## src/rtl/clk_div_controller.sv

```systemverilog
// -----------------------------------------------------------------------------
// clk_div_controller
// Run/stop controller and reconfiguration sequencer for a divided slow clock.
// Produces a square wave whose half-period is (active_divisor + 1) system
// clock cycles. A new divisor offered on the valid/ready port is held in a
// one-entry pending slot. It takes effect only on a half-period boundary, or
// on the next edge while idle, so no runt pulse is ever produced. A stop
// request issued during a high phase lets that phase finish before going idle.
//
// Ports:
//   clk            system clock
//   resetn         asynchronous active-low reset
//   start          level-sampled run request, honoured only while idle
//   stop           level-sampled stop request (wins over start in idle)
//   cfg_valid      new divisor offered
//   cfg_divisor    offered divisor value
//   cfg_ready      pending slot empty; accept when cfg_valid && cfg_ready
//   clk_out        divided clock output
//   tick           one-cycle pulse coincident with each clk_out toggle
//   busy           controller is running or draining
//   active_divisor divisor currently in use
// -----------------------------------------------------------------------------
module clk_div_controller #(
  parameter int                 WIDTH         = 28,
  parameter logic [WIDTH-1:0]   RESET_DIVISOR = 28'd49_999_999
) (
  input  logic             clk,
  input  logic             resetn,
  input  logic             start,
  input  logic             stop,
  input  logic             cfg_valid,
  input  logic [WIDTH-1:0] cfg_divisor,
  output logic             cfg_ready,
  output logic             clk_out,
  output logic             tick,
  output logic             busy,
  output logic [WIDTH-1:0] active_divisor
);

  typedef enum logic [1:0] {
    IDLE  = 2'd0,
    RUN   = 2'd1,
    DRAIN = 2'd2
  } state_t;

  state_t           state_r,        state_nxt_s;
  logic [WIDTH-1:0] count_r,        count_nxt_s;
  logic             clk_out_r,      clk_out_nxt_s;
  logic             tick_r,         tick_nxt_s;
  logic             busy_r,         busy_nxt_s;
  logic [WIDTH-1:0] active_r,       active_nxt_s;
  logic [WIDTH-1:0] pend_r,         pend_nxt_s;
  logic             pend_valid_r,   pend_valid_nxt_s;
  logic             boundary_s;
  logic             accept_s;

  localparam logic [WIDTH-1:0] ZERO_W = {WIDTH{1'b0}};
  localparam logic [WIDTH-1:0] ONE_W  = {{(WIDTH-1){1'b0}}, 1'b1};

  // State, counter, output and config registers with async reset.
  always_ff @(posedge clk or negedge resetn) begin
    if (!resetn) begin
      state_r      <= IDLE;
      count_r      <= ZERO_W;
      clk_out_r    <= 1'b0;
      tick_r       <= 1'b0;
      busy_r       <= 1'b0;
      active_r     <= RESET_DIVISOR;
      pend_r       <= ZERO_W;
      pend_valid_r <= 1'b0;
    end else begin
      state_r      <= state_nxt_s;
      count_r      <= count_nxt_s;
      clk_out_r    <= clk_out_nxt_s;
      tick_r       <= tick_nxt_s;
      busy_r       <= busy_nxt_s;
      active_r     <= active_nxt_s;
      pend_r       <= pend_nxt_s;
      pend_valid_r <= pend_valid_nxt_s;
    end
  end

  // Next-state, counting, toggle and pending-divisor sequencing.
  always_comb begin
    state_nxt_s      = state_r;
    count_nxt_s      = count_r;
    clk_out_nxt_s    = clk_out_r;
    tick_nxt_s       = 1'b0;
    active_nxt_s     = active_r;
    pend_nxt_s       = pend_r;
    pend_valid_nxt_s = pend_valid_r;
    boundary_s       = (count_r == active_r);
    // cfg_ready is simply the registered complement of pend_valid_r.
    accept_s         = cfg_valid && !pend_valid_r;

    case (state_r)
      IDLE: begin
        count_nxt_s   = ZERO_W;
        clk_out_nxt_s = 1'b0;
        if (pend_valid_r) begin
          active_nxt_s     = pend_r;
          pend_valid_nxt_s = 1'b0;
        end else begin
          active_nxt_s     = active_r;
        end
        if (start && !stop) begin
          state_nxt_s = RUN;
        end else begin
          state_nxt_s = IDLE;
        end
      end
      RUN: begin
        if (stop && !clk_out_r) begin
          // Low phase: stop immediately, output is already at rest.
          state_nxt_s = IDLE;
          count_nxt_s = ZERO_W;
        end else if (boundary_s) begin
          count_nxt_s   = ZERO_W;
          clk_out_nxt_s = !clk_out_r;
          tick_nxt_s    = 1'b1;
          if (pend_valid_r) begin
            active_nxt_s     = pend_r;
            pend_valid_nxt_s = 1'b0;
          end else begin
            active_nxt_s     = active_r;
          end
          // Stop landing on the edge that ends a high phase: the falling
          // toggle happening now completes the drain, so go straight idle.
          if (stop) begin
            state_nxt_s = IDLE;
          end else begin
            state_nxt_s = RUN;
          end
        end else begin
          count_nxt_s = count_r + ONE_W;
          if (stop) begin
            state_nxt_s = DRAIN;
          end else begin
            state_nxt_s = RUN;
          end
        end
      end
      DRAIN: begin
        if (boundary_s) begin
          count_nxt_s   = ZERO_W;
          clk_out_nxt_s = 1'b0;
          tick_nxt_s    = 1'b1;
          state_nxt_s   = IDLE;
          if (pend_valid_r) begin
            active_nxt_s     = pend_r;
            pend_valid_nxt_s = 1'b0;
          end else begin
            active_nxt_s     = active_r;
          end
        end else begin
          count_nxt_s = count_r + ONE_W;
          state_nxt_s = DRAIN;
        end
      end
      default: begin
        state_nxt_s   = IDLE;
        count_nxt_s   = ZERO_W;
        clk_out_nxt_s = 1'b0;
      end
    endcase

    // Accept only happens with the slot empty, so it never races an apply.
    if (accept_s) begin
      pend_nxt_s       = cfg_divisor;
      pend_valid_nxt_s = 1'b1;
    end else begin
      pend_nxt_s       = pend_nxt_s;
    end

    busy_nxt_s = (state_nxt_s != IDLE);
  end

  assign cfg_ready      = !pend_valid_r;
  assign clk_out        = clk_out_r;
  assign tick           = tick_r;
  assign busy           = busy_r;
  assign active_divisor = active_r;

endmodule

```

## config.mk

```make
export PLATFORM = sky130hd
export DESIGN_NAME = clk_div_controller
export DESIGN_NICKNAME = d
export VERILOG_FILES = /design/src/rtl/clk_div_controller.sv
export SDC_FILE = /design/constraint.sdc
export NUM_CORES = 1
export LEC_CHECK = 0
export ABC_AREA = 1
export CAP_MARGIN = 20
export CORE_MARGIN = 5
export CORE_UTILIZATION = 45
export DETAILED_ROUTE_END_ITERATION = 10
export PLACE_DENSITY = 0.68
export SETUP_SLACK_MARGIN = 0.05
export SYNTH_ARGS = -nofsm -noshare
export SYNTH_HDL_FRONTEND = slang
export SYNTH_SLANG_ARGS = --single-unit
```

## constraint.sdc

```tcl
create_clock -name clk -period 4.45 [get_ports clk]
set_clock_uncertainty 0.15 [all_clocks]
set_input_delay 0.445 -clock clk [delete_from_list [all_inputs] [get_ports clk]]
set_output_delay 0.445 -clock clk [all_outputs]
set_load 0.05 [all_outputs]
```

==> run_results.csv <==
group,metric,value,unit
setup_path,path_common_cell,"inv_1",
clock_network,h-tree-depth,3,
die,chipWidth,111,um
setup_path,critPathArrivalTime,2.58,ns
setup_path,reg2reg_depth,8,
setup_path,critPathTopFamily,"simple AND/OR/NAND/NOR gates",
setup_path,cp_slowest_cell,"nand2_1",
die,rows,37,
setup_path,path_class,"reg2reg",
logic_synthesis,yosys-top-cells-area,"dfrtp_1 39%, nand2_1 13%, dfstp_2 10%, mux2_2 6.8%, nand3_1 4.8%",
layout,diodes,0,
clock_network,clk_pin_slew_worst_paths,0.09,ns
power,power.leakage,2.39,nW
logic_synthesis,synth_seq_cells,90,
setup_path,timing.rr.start,"state_r[1]",
grt,grt_pass1_vias,3648,
clock_network,cts_resized,0,
logic_synthesis,synth_edf_count,0,
layout,drive_gt1_share,13.9,%
setup_path,path_max_fanout,20,
status,outcome,"complete, no violations",
logic_synthesis,syn-cell-area,0.00461,mm2
power,ir_worst_vdd,503,uV
power,totalPowerFinal,3.45,mW
sta,max_slew_margin,44.6,%
sta,clock.fmax,0.403,GHz
die,start_util,45.4,%
grt,grt_max_degree,67,
power,p_per_area,628,mW/mm2
layout,fillCellCount,939,
routing,routed_wl,10600,um
sta,finalCritPeriodShare,55.7,%
die,core,0.0101,mm2
clock_network,cts.path.max_buffers,2,
place,dp_hpwl,7980,um
logic_synthesis,ys.flop_type,"dfrtp_1",
setup_path,cp-start-kind,"register",
logic_synthesis,ys_types,34,
sta,tightest_slew,0.831,ns
sta,hold_viol,0,
setup_path,required,4.55,ns
setup_path,path_buf_inv,3,
setup_path,worstSetupEndpoint,"count_r[17]",
die,die_y,111,um
worst_hold_path,holdCritPathClass,"in2async",
clock_network,cts.sinks,90,
clock_network,clock_latency,0.35,ns
clock_network,cts_setup_buffers,0,
setup_path,max_stage_delay,0.47,ns
sta,setup_tns,0,ns
routing,drt-pass1-iter-count,5,
routing,post-route-drc-count,0,
logic_synthesis,yosysTopAreaCell,"dfrtp_1",
layout,fin_util,54.2,%
grt,grt_pass1_wl,17900,um
layout,area_growth,19.2,%
sta,fin_hold_ws,0.0425,ns
routing,wl_per_cell,14.5,um
logic_synthesis,avgSynthCellArea,8.69,um2
grt,track_usage,17.6,%
routing,via_count,3682,
grt,overflow,0,
setup_path,crit_start,"state_r[1]",
die,num_io_pins,65,
sta,finalMaxSlewViolations,0,
place,place.gp.congestion,0.880,
logic_synthesis,yosysWarnings,0,
sta,period_needed,2.48,ns
place,io_buffers,64,
logic_synthesis,yosysTopAreaCellShare,39.1,%
grt,antenna_found_initial,0,
clock_network,cts_root_buf,"clkbuf_8",
die,die_area,0.0124,mm2
clock_network,ctsHoldBuffers,0,
setup_path,ff2ff_setup_slack,1.97,ns
logic_synthesis,async_flop_share,100,%
logic_synthesis,yosysMostFrequentCell,"nand2_1",
place,dp_slack,1.67,ns
logic_synthesis,synth_nets,568,
clock_network,cts_tree,"built",
layout,multi_input_area,0.00199,mm2
sta,rsz0062_at_grt,"no",
routing,drtIter0Drc,221,
layout,nets,628,
routing,drtAntennaViolNets,0,
logic_synthesis,synth_commonest_cells,"154 x nand2_1, 72 x dfrtp_1, 54 x nor2_1",
logic_synthesis,netlist_instances,530,
setup_path,cp_num_cells,8,
setup_path,r2r_end,"count_r[17]",
clock_network,numCtsBuffers,9,
setup_path,crit_path_cell_trace,"inv_1 > ha_1 > inv_1 > o21ai_1 > inv_1 > nor2_4 > nand2_1 > nor3_1",
setup_path,end_kind,"register",
run,drv_cap,0,
routing,vias_per_cell,5.04,
sta,finalSetupViolations,0,
sta,worst_slack,1.97,ns
logic_synthesis,ys_seq_area_share,49.4,%
layout,regArea,0.00227,mm2
-- how the worst min path moves through the flow --
stage / start / endpoint / slack [ns] / depth (start not counted)
2_1_floorplan: resetn / active_divisor[10] / -0.0006 / 0
3_3_place_gp: active_divisor[0] / active_divisor[0] / 0.32 / 2
3_5_place_dp: active_divisor[2] / active_divisor[2] / 0.33 / 2
4_1_cts: resetn / pend_r[27] / 0.07 / 1
5_1_grt: resetn / pend_r[27] / 0.12 / 1
6_report: resetn / pend_r[3] / 0.04 / 1
-- worst register-to-register path, stage by stage, from the launching register on --
cell     delay (ns)
dfrtp_1        0.41
inv_1          0.09
ha_1           0.18
inv_1          0.09
o21ai_1        0.33
inv_1          0.15
nor2_4         0.19
nand2_1        0.47
nor3_1         0.33
-- power breakdown --
part / switching, mW / total [mW] / internal (mW)
combinational: 0.975 / 1.56 / 0.589
sequential: 0.230 / 1.38 / 1.15
clock: 0.296 / 0.502 / 0.206
total: 1.50 / 3.45 / 1.95
-- state kept, by name (all words and copies together) (netlist names) --
signal / flops
active_divisor: 28
count_r: 28
pend_r: 28
state_r: 2
busy: 1
clk_out: 1
pend_valid_r: 1
tick: 1
-- placed cells by master, fill, tap and decap left out, types with 3 or more instances in the layout --
cell | Yosys | final
mux2_2 | 28 | 28
clkbuf_8 | 0 | 9
nand2_1 | 154 | 154
inv_1 | 52 | 52
nand2_2 | 3 | 3
ha_1 | 5 | 5
nand2_4 | 3 | 3
clkdlybuf4s50_1 | 0 | 63
nor2_1 | 54 | 54
dfstp_2 | 18 | 18
o21ai_0 | 4 | 4
nor2_4 | 3 | 3
o211ai_1 | 3 | 3
buf_4 | 1 | 3
xnor2_1 | 20 | 20
nand3_1 | 44 | 44
dfrtp_1 | 72 | 72
nand4_1 | 10 | 10
xor2_1 | 6 | 6
a21oi_1 | 5 | 5
nor2_2 | 4 | 4
nor3_1 | 13 | 13
-- stage by stage --
stage | cell area [um2] | instances
2_1_floorplan | 4610 | 530
3_3_place_gp | 5290 | 714
3_5_place_dp | 5320 | 715
4_1_cts | 5490 | 731
5_1_grt | 5490 | 731
6_report | 5490 | 731
-- cell type report --
class | count | area share [%]
sequential | 90 | 41.4
clock buffer | 9 | 2.26
inverter | 54 | 3.69
multi-input combinational | 368 | 36.2
tap | 136 | 3.10
clock inverter | 7 | 0.934
timing repair buffer | 67 | 12.4
-- cells by family after synthesis --
family / count (synthesis) / share of synthesized area (%)
XOR/XNOR: 26 / 4.94
adder cells (fa/ha/maj): 5 / 1.36
buffers and inverters: 72 / 7.47
AO/OA/AOI/OAI: 16 / 2.04
AND/OR/NAND/NOR: 293 / 28.0
multiplexers: 28 / 6.85
flip-flops: 90 / 49.4
-- routing by layer --
layer	vias to the layer above	part of all wire, %	GRT usage (%)
met2	99	48	27.9
met3	15	4.6	2.73
met5	-	0	0
met4	0	1.6	5.84
li1	1804	-	-
met1	1764	46	24.7
Note: power is estimated with default switching activity, not from simulation.
